==> config.mk <==
export PLATFORM = sky130hd
export DESIGN_NAME = image_scanout
export DESIGN_NICKNAME = d
export VERILOG_FILES = /design/src/rtl/image_scanout.sv
export SDC_FILE = /design/constraint.sdc
export NUM_CORES = 1
export LEC_CHECK = 0
export ABC_CLOCK_PERIOD_IN_PS = 4600
export CAP_MARGIN = 40
export CELL_PAD_IN_SITES_DETAIL_PLACEMENT = 0
export CELL_PAD_IN_SITES_GLOBAL_PLACEMENT = 1
export CORE_ASPECT_RATIO = 0.5
export CORE_MARGIN = 5
export CORE_UTILIZATION = 35
export DETAILED_ROUTE_END_ITERATION = 10
export PLACE_DENSITY = 0.74
export SLEW_MARGIN = 5
export SYNTH_ARGS = -nofsm -noshare
export SYNTH_HDL_FRONTEND = slang
export SYNTH_SLANG_ARGS = --single-unit
==> constraint.sdc <==
create_clock -name clk -period 4.6 [get_ports clk]
set_input_delay 0.92 -clock clk [delete_from_list [all_inputs] [get_ports clk]]
set_output_delay 0.92 -clock clk [all_outputs]
set_load 0.01 [all_outputs]
==> src/rtl/image_scanout.sv <==
// image_scanout: VGA-class raster generator that addresses a 64x64 RGB333 image ROM,
// replicates it onto the screen and realigns ROM data with delayed sync/blanking.
module image_scanout #(
    parameter int         H_ACTIVE    = 640,
    parameter int         H_FP        = 16,
    parameter int         H_SYNC      = 96,
    parameter int         H_BP        = 48,
    parameter int         V_ACTIVE    = 480,
    parameter int         V_FP        = 10,
    parameter int         V_SYNC      = 2,
    parameter int         V_BP        = 33,
    parameter int         X0          = 192,
    parameter int         Y0          = 112,
    parameter int         SCALE_SHIFT = 2,
    parameter int         ROM_LAT     = 2,
    parameter logic [8:0] BG_COLOR    = 9'h000
) (
    input  logic        clk,
    input  logic        resetn,
    input  logic [8:0]  data,
    output logic [11:0] ad,
    output logic [2:0]  r,
    output logic [2:0]  g,
    output logic [2:0]  b,
    output logic        de,
    output logic        hsync,
    output logic        vsync,
    output logic        frame_start
);

    localparam int H_TOTAL = H_ACTIVE + H_FP + H_SYNC + H_BP;
    localparam int V_TOTAL = V_ACTIVE + V_FP + V_SYNC + V_BP;
    localparam int HW      = $clog2(H_TOTAL);
    localparam int VW      = $clog2(V_TOTAL);
    localparam int WIN     = 64 << SCALE_SHIFT;

    localparam logic [HW-1:0] H_LAST = HW'(H_TOTAL - 1);
    localparam logic [HW-1:0] H_ACT  = HW'(H_ACTIVE);
    localparam logic [HW-1:0] H_SS   = HW'(H_ACTIVE + H_FP);
    localparam logic [HW-1:0] H_SE   = HW'(H_ACTIVE + H_FP + H_SYNC);
    localparam logic [HW-1:0] H_WS   = HW'(X0);
    localparam logic [HW-1:0] H_WE   = HW'(X0 + WIN);
    localparam logic [HW-1:0] H_ONE  = HW'(1);

    localparam logic [VW-1:0] V_LAST = VW'(V_TOTAL - 1);
    localparam logic [VW-1:0] V_ACT  = VW'(V_ACTIVE);
    localparam logic [VW-1:0] V_SS   = VW'(V_ACTIVE + V_FP);
    localparam logic [VW-1:0] V_SE   = VW'(V_ACTIVE + V_FP + V_SYNC);
    localparam logic [VW-1:0] V_WS   = VW'(Y0);
    localparam logic [VW-1:0] V_WE   = VW'(Y0 + WIN);
    localparam logic [VW-1:0] V_ONE  = VW'(1);

    // Flag vector layout; sync flags are kept active-high so a cleared pipeline reads as "not in sync".
    localparam int NF      = 5;
    localparam int F_DE    = 4;
    localparam int F_HS    = 3;
    localparam int F_VS    = 2;
    localparam int F_WIN   = 1;
    localparam int F_FIRST = 0;

    logic [HW-1:0] hcnt_r;
    logic [HW-1:0] hcnt_nxt_s;
    logic [VW-1:0] vcnt_r;
    logic [VW-1:0] vcnt_nxt_s;
    logic [5:0]    x_img_s;
    logic [5:0]    y_img_s;
    logic [NF-1:0] flags_s;
    logic [NF-1:0] flag_sr_r [ROM_LAT];
    logic [NF-1:0] flags_d_s;
    logic [11:0]   ad_r;
    logic [8:0]    pix_s;
    logic [8:0]    rgb_r;
    logic          de_r;
    logic          hs_r;
    logic          vs_r;
    logic          fs_r;

    // Raster counter next state: hcnt wraps each line, vcnt steps on that wrap.
    always_comb begin
        hcnt_nxt_s = hcnt_r;
        vcnt_nxt_s = vcnt_r;
        if (hcnt_r == H_LAST) begin
            hcnt_nxt_s = {HW{1'b0}};
            if (vcnt_r == V_LAST) begin
                vcnt_nxt_s = {VW{1'b0}};
            end else begin
                vcnt_nxt_s = vcnt_r + V_ONE;
            end
        end else begin
            hcnt_nxt_s = hcnt_r + H_ONE;
        end
    end

    // Raster counter registers.
    always_ff @(posedge clk or negedge resetn) begin
        if (!resetn) begin
            hcnt_r <= {HW{1'b0}};
            vcnt_r <= {VW{1'b0}};
        end else begin
            hcnt_r <= hcnt_nxt_s;
            vcnt_r <= vcnt_nxt_s;
        end
    end

    // Timing flags and image coordinates decoded from the current counter state.
    always_comb begin
        x_img_s          = 6'((hcnt_r - H_WS) >> SCALE_SHIFT);
        y_img_s          = 6'((vcnt_r - V_WS) >> SCALE_SHIFT);
        flags_s[F_DE]    = (hcnt_r < H_ACT) && (vcnt_r < V_ACT);
        flags_s[F_HS]    = (hcnt_r >= H_SS) && (hcnt_r < H_SE);
        flags_s[F_VS]    = (vcnt_r >= V_SS) && (vcnt_r < V_SE);
        flags_s[F_WIN]   = (hcnt_r >= H_WS) && (hcnt_r < H_WE) &&
                           (vcnt_r >= V_WS) && (vcnt_r < V_WE);
        flags_s[F_FIRST] = (hcnt_r == {HW{1'b0}}) && (vcnt_r == {VW{1'b0}});
    end

    // ROM address: holding outside the window means the bank bit only moves on a line's first in-window pixel.
    always_ff @(posedge clk or negedge resetn) begin
        if (!resetn) begin
            ad_r <= 12'h000;
        end else if (flags_s[F_WIN]) begin
            ad_r <= {y_img_s, x_img_s};
        end else begin
            ad_r <= ad_r;
        end
    end

    // Flag delay line matching the ROM read latency.
    always_ff @(posedge clk or negedge resetn) begin
        if (!resetn) begin
            for (int i = 0; i < ROM_LAT; i++) begin
                flag_sr_r[i] <= {NF{1'b0}};
            end
        end else begin
            flag_sr_r[0] <= flags_s;
            for (int i = 1; i < ROM_LAT; i++) begin
                flag_sr_r[i] <= flag_sr_r[i-1];
            end
        end
    end

    assign flags_d_s = flag_sr_r[ROM_LAT-1];

    // Pixel select: image inside the window, background elsewhere in active video, black in blanking.
    always_comb begin
        pix_s = 9'h000;
        if (flags_d_s[F_DE]) begin
            if (flags_d_s[F_WIN]) begin
                pix_s = data;
            end else begin
                pix_s = BG_COLOR;
            end
        end else begin
            pix_s = 9'h000;
        end
    end

    // Output register stage for pixel, syncs and enables.
    always_ff @(posedge clk or negedge resetn) begin
        if (!resetn) begin
            rgb_r <= 9'h000;
            de_r  <= 1'b0;
            hs_r  <= 1'b1;
            vs_r  <= 1'b1;
            fs_r  <= 1'b0;
        end else begin
            rgb_r <= pix_s;
            de_r  <= flags_d_s[F_DE];
            hs_r  <= ~flags_d_s[F_HS];
            vs_r  <= ~flags_d_s[F_VS];
            fs_r  <= flags_d_s[F_FIRST];
        end
    end

    assign ad          = ad_r;
    assign r           = rgb_r[8:6];
    assign g           = rgb_r[5:3];
    assign b           = rgb_r[2:0];
    assign de          = de_r;
    assign hsync       = hs_r;
    assign vsync       = vs_r;
    assign frame_start = fs_r;

endmodule

==> results of run 1 <==
synthesized netlist by cell type (all sizes together), types with 3 or more instances:
cell / n / area [sq um]
nand3: 9 / 45.0
and3: 13 / 81.3
a31oi: 4 / 25.0
mux2: 12 / 146
ha: 11 / 138
xor2: 6 / 52.6
nand2: 11 / 48.8
inv: 13 / 51.3
dfrtp: 53 / 1330
o21ai: 14 / 70.1
a21oi: 5 / 25.0
buf: 6 / 41.3
nand4: 3 / 18.8
nor2: 8 / 30.0
xnor2: 5 / 43.8
nor4: 4 / 25.0
kinds of logic after synthesis:
family	after synthesis	share of synthesized area
compound gates	31	0.0827
xor+xnor	11	0.0393
fa+ha+maj	11	0.0562
buf+inv	21	0.0409
flops	55	0.563
mux	13	0.0638
simple gates	63	0.154
power groups by stage:
stage          Clock, uW  Combinational, uW  Sequential, uW
2_1_floorplan          0            0.00471             493
3_3_place_gp           0               18.2             493
3_5_place_dp           0               18.4             493
4_1_cts              388               18.7             483
5_1_grt              408               20.5             483
6_report             372               17.7             483
cell type report:
type	instances	area, sq um	share of cell area
Sequential cell	55	1380	0.457
Multi-Input combinational cell	129	971	0.322
Timing Repair Buffer	36	353	0.117
Clock buffer	5	125	0.0415
Tap cell	92	115	0.0382
Inverter	13	51.3	0.0170
Clock inverter	3	22.5	0.00747
sequential cells by signal, summed over array words and instances, names as in the netlist:
| register | count |
|---|---|
| frame_start | 1 |
| vcnt_r | 10 |
| ad | 12 |
| hcnt_r | 10 |
| rgb_r | 9 |
| hsync | 1 |
| flag_sr_r | 5 |
| vsync | 1 |
| de | 1 |
| flags_d_s | 5 |
per-layer routing:
metal	GRT usage	share of wire
met1	0.164	0.51
met5	0	0
met2	0.171	0.42
met4	0.0400	0.014
met3	0.0293	0.053
per-stage QoR:
stage / utilization / worst slack [ns] / area, sq um / hold slack [ns] / power (uW)
after floorplan: - / 2.72 / 2450 / 0.331 / 493
after global placement: 0.425 / 2.54 / 2870 / 0.333 / 511
after detailed placement: 0.425 / 2.50 / 2870 / 0.336 / 511
after CTS: 0.447 / 2.33 / 3020 / 0.350 / 890
after global routing: 0.447 / 2.29 / 3020 / 0.360 / 912
final: 0.447 / 2.35 / 3020 / 0.350 / 873
layout by cell type, fill, tap and decap left out, drive strengths merged, types with 2 or more instances in the layout:
cell           count
xor2               6
nand3              9
a31oi              4
dfstp              2
nand2             11
clkbuf             5
nor4               4
inv               15
mux2              12
o21ai             14
and4b              2
and4bb             2
and3              13
ha                11
and2               2
nor2               8
a211oi             2
a21oi              5
dfrtp             53
nand4              3
clkdlybuf4s50     34
nor3               2
xnor2              5
buf                2
final timing paths:
path | from | end | slack (ns) | cells after the start
worst max-delay path | vsync$_DFF_PN1_ | vsync | 2.35 | 1
worst min-delay path | flag_sr_r[5]$_DFF_PN0_ | flags_d_s[0]$_DFF_PN0_ | 0.35 | 0
max in group asynchronous | resetn | ad[8]$_DFFE_PN0P_ | 3.39 | 2
worst min register to register | flag_sr_r[5]$_DFF_PN0_ | flags_d_s[0]$_DFF_PN0_ | 0.35 | 0
worst max register to register | vcnt_r[5]$_DFFE_PN0N_ | ad[10]$_DFFE_PN0P_ | 2.53 | 6
min in group asynchronous | resetn | vcnt_r[1]$_DFFE_PN0N_ | 0.75 | 2
==> flow_summary.toml, run 1 <==
[power]
p_sw_uw = 178
combPwrFrac = 0.020
power_switching_share = 0.203
p_seq_frac = 0.554
p_leak_uw = 0.00142
p_int_uw = 696
powerDensity_mw_per_mm2 = 289
p_clk_frac = 0.426
peakVddDrop_mv = 0.129

[synthesis]
synth_edf_count = 0
syn_avg_cell_area_sq_um = 12.0
synth_fp_nets = 227
async_flop_share = 1.00
yosys_warnings = 0
netlist_area_sq_mm = 0.00245
ys.flop_type = "dfrtp_1"
yosysSeqAreaShare = 0.563
synth.distinct_cells = 46
synth-seq-cells = 55
synth_cells = 205

[sta]
fin_crit_ns = 2.25
setup_viol = 0
setup_tns_ns = 0
slew_viol_final = 0
timing.fmax_ghz = 0.444
min_period_over_period = 0.489
tightest_slew_ns = 0.812
skew_ns = 0.00763
timing.slew.headroom = 0.456
finalHoldViolations = 0
rsz0062_at_grt = "false"

[setup_path]
path_max_fanout = 1
startpoint_type = "flip-flop"
cpPeakStageDelay_ns = 0.52
crit_required_ns = 3.68
critPathBufInv = 1
worstSetupPathType = "flip-flop to primary output"
cp_slowest_cell = "dfstp_2"
cp-end-kind = "primary output"
critical_path.top_delay_family = "flip-flops"
crit_chain = "clkdlybuf4s50_1"
cp.arrival_ns = 1.33

[die]
io_pins = 36
core_region_area_sq_mm = 0.00675
die_h_um = 69.2
start_util = 0.363
die_area_sq_mm = 0.00887
die_x_um = 128
row_count = 21

[global_route]
grt-ovfl-total = 0
antenna_found_initial = 0
grt_use_total = 0.116
grt_pass1_wl_mm = 8.27
first_global_vias = 1620
grt_max_degree = 56

[hold_path]
hold_class = "flip-flop to flip-flop"

[clock_tree]
cts_buffer_depth = 2
clk_pin_slew_worst_paths_ns = 0.07
cts_sinks = 55
clockRootBuffer = "clkbuf_16"
hold_buffers = 0
clock_latency_ns = 0.29
cts_buffers = 5
cts_tree = "done"
cts_max_level = 2
ctsResizeCount = 0
post_cts_buffers = 0

[route]
first_pass_iters = 4
wl_mm = 4.92
num_vias = 1661
antenna_left = 0
route.detailed.drc = 0
wl_per_cell_um = 14.8
drtIter0Drc = 161
vias_per_cell = 4.99

[layout]
fillers = 604
nNetsFinal = 262
drive_above_1_share = 0.124
area_growth_pct = 23.1
stdcell_count = 333
antenna_cells = 0

[placement]
placed_cells = 325
hpwl_mm = 3.48
port_buffers = 35
globalplace.congestion = 0.800

[outcome]
status = "complete, no violations"

[job]
drv_cap = 0
(Power assumes the default switching activity.)
==> run 2: changes to the inputs <==
--- a/config.mk
+++ b/config.mk
@@ -5,7 +5,7 @@
 export SDC_FILE = /design/constraint.sdc
 export NUM_CORES = 1
 export LEC_CHECK = 0
-export ABC_CLOCK_PERIOD_IN_PS = 4600
+export ABC_CLOCK_PERIOD_IN_PS = 1900
 export CAP_MARGIN = 40
 export CELL_PAD_IN_SITES_DETAIL_PLACEMENT = 0
 export CELL_PAD_IN_SITES_GLOBAL_PLACEMENT = 1
@@ -13,7 +13,7 @@
 export CORE_MARGIN = 5
 export CORE_UTILIZATION = 35
 export DETAILED_ROUTE_END_ITERATION = 10
-export PLACE_DENSITY = 0.74
+export PLACE_DENSITY = 0.77
 export SLEW_MARGIN = 5
 export SYNTH_ARGS = -nofsm -noshare
 export SYNTH_HDL_FRONTEND = slang
==> constraint.sdc (replaced) <==
create_clock -name clk -period 1.9 [get_ports clk]
set_input_delay 0.38 -clock clk [delete_from_list [all_inputs] [get_ports clk]]
set_output_delay 0.38 -clock clk [all_outputs]
set_load 0.01 [all_outputs]
==> run 2 against run 1 <==
  * Highest routed layer unchanged
  * Non-clock buffer count up 24
  * Utilization up 3.8 points
  * Register-to-register slack worse by 2.4 ns
  * Routed wire length up 8.1%
  * Die area unchanged
  * Critical path depth up 5
  * Worst hold slack worse by 0.31 ns
  * Critical endpoint is now ad[2]$_DFFE_PN0P_
==> flow_summary.toml, run 2 (synthesized netlist as in run 1, its figures left out) <==
[outcome]
status = "complete, no violations"

[hold_path]
hold_class = "input pin to asynchronous set/reset pin"

[sta]
tightest_slew_ns = 0.484
skew_ns = 0.00458
finalHoldViolations = 0
slew_viol_final = 0
fin_crit_ns = 1.80
timing.slew.headroom = 0.677
setup_viol = 0
timing.fmax_ghz = 0.556
setup_tns_ns = 0
min_period_over_period = 0.947
rsz0062_at_grt = "false"

[setup_path]
r2r_start = "vcnt_r[4]$_DFFE_PN0N_"
path_max_fanout = 7
reg2reg_setup_slack_ns = 0.10
cp.arrival_ns = 1.97
cp-end-kind = "flip-flop"
crit_start = "vcnt_r[4]$_DFFE_PN0N_"
worstSetupPathType = "flip-flop to flip-flop"
crit_required_ns = 2.07
startpoint_type = "flip-flop"

[power]
powerDensity_mw_per_mm2 = 698
peakVddDrop_mv = 0.284
p_leak_uw = 0.00157
total_power_uw = 2290

[layout]
final_area_sq_mm = 0.00328
antenna_cells = 0
area_growth_pct = 33.7
final_common_cell = "dfrtp_1"
fin_util = 0.485
nNetsFinal = 286
largest_reg_flops = 12
layout_common_cells = "dfrtp_1, clkdlybuf4s50_1, buf_4, o21ai_0, and3_1"
drive_above_1_share = 0.215
stdcell_count = 357

[die]
start_util = 0.363
die_area_sq_mm = 0.00887
die_x_um = 128
row_count = 21
io_pins = 36
die_h_um = 69.2
core_region_area_sq_mm = 0.00675

[global_route]
antenna_found_initial = 0
grt_max_degree = 37
first_global_vias = 1817
grt-ovfl-total = 0
grt_use_total = 0.128
grt_pass1_wl_mm = 9.20

[clock_tree]
cts_buffers = 5
clk_pin_slew_worst_paths_ns = 0.07
cts_max_level = 2
cts_buffer_depth = 2
hold_buffers = 0
cts_sinks = 55
clock_latency_ns = 0.29
cts_tree = "done"
post_cts_buffers = 0
clockRootBuffer = "clkbuf_16"

[placement]
globalplace.congestion = 0.899
hpwl_mm = 3.89
placed_cells = 349
place_area_sq_mm = 0.00307
port_buffers = 35

[route]
wl_mm = 5.32
wl_per_cell_um = 14.9
vias_per_cell = 4.87
route.detailed.drc = 0
drtIter0Drc = 115
first_pass_iters = 4
antenna_left = 0
num_vias = 1740

[job]
drv_cap = 0
==> run 2: timing repair <==
action                                  in CTS  in global routing
gates resized for setup                      1                  3
pin swaps                                    0                  1
endpoints found under the setup margin       1                 12
==> run 2: final timing paths <==
check,to,cells past startpoint
max,ad[2]$_DFFE_PN0P_,6
min,vcnt_r[1]$_DFFE_PN0N_,1
max reg2reg,ad[2]$_DFFE_PN0P_,6
min reg2reg,flags_d_s[1]$_DFF_PN0_,0
max in group asynchronous,hsync$_DFF_PN1_,2
min in group clk,flags_d_s[1]$_DFF_PN0_,0
==> run 2: area by class of cell <==
type | instances | area, sq um
clock buffer | 6 | 139
clock inverter | 2 | 38.8
fill | 577 | 3480
inverter | 13 | 51.3
multi-input combinational | 129 | 995
sequential | 55 | 1380
tap | 92 | 115
timing repair buffer | 60 | 558
==> run 2: worst max-delay path, stage by stage (launching register included) <==
cell and delay (ns):
dfrtp_1 0.38, ha_1 0.25, and4bb_1 0.22, a211oi_2 0.28, nand2_4 0.11, buf_12 0.16, mux2_2 0.27
==> run 2: metal layers <==
metal,share of wire,track usage,vias up
met1,0.49,0.189,843
met4,0.0092,0.0471,0
met2,0.43,0.180,52
li1,-,-,841
met5,0,0,-
met3,0.074,0.0332,4
==> run 2: through the flow <==
step,hold WS (ns),setup slack [ns]
floorplan,0.0844,0.0167
global placement,0.333,0.0601
detailed placement,0.336,0.0405
CTS,0.0565,0.0294
global route,0.0796,0.0129
finish,0.0415,0.102
==> run 2: report_power, final <==
part / internal [uW] / switching (uW) / total (uW)
Combinational: 20.8 / 25.0 / 45.8
Sequential: 1170 / 0 / 1170
Clock: 663 / 407 / 1070
Total: 1850 / 432 / 2290
==> run 3: changes to the inputs <==
--- a/config.mk
+++ b/config.mk
@@ -13,8 +13,9 @@
 export CORE_MARGIN = 5
 export CORE_UTILIZATION = 35
 export DETAILED_ROUTE_END_ITERATION = 10
+export HOLD_SLACK_MARGIN = 0.05
 export PLACE_DENSITY = 0.77
-export SLEW_MARGIN = 5
+export SLEW_MARGIN = 25
 export SYNTH_ARGS = -nofsm -noshare
 export SYNTH_HDL_FRONTEND = slang
 export SYNTH_SLANG_ARGS = --single-unit
==> results of run 3 <==
Same layout as run 2: the final DEF is identical, and so are final timing and power.
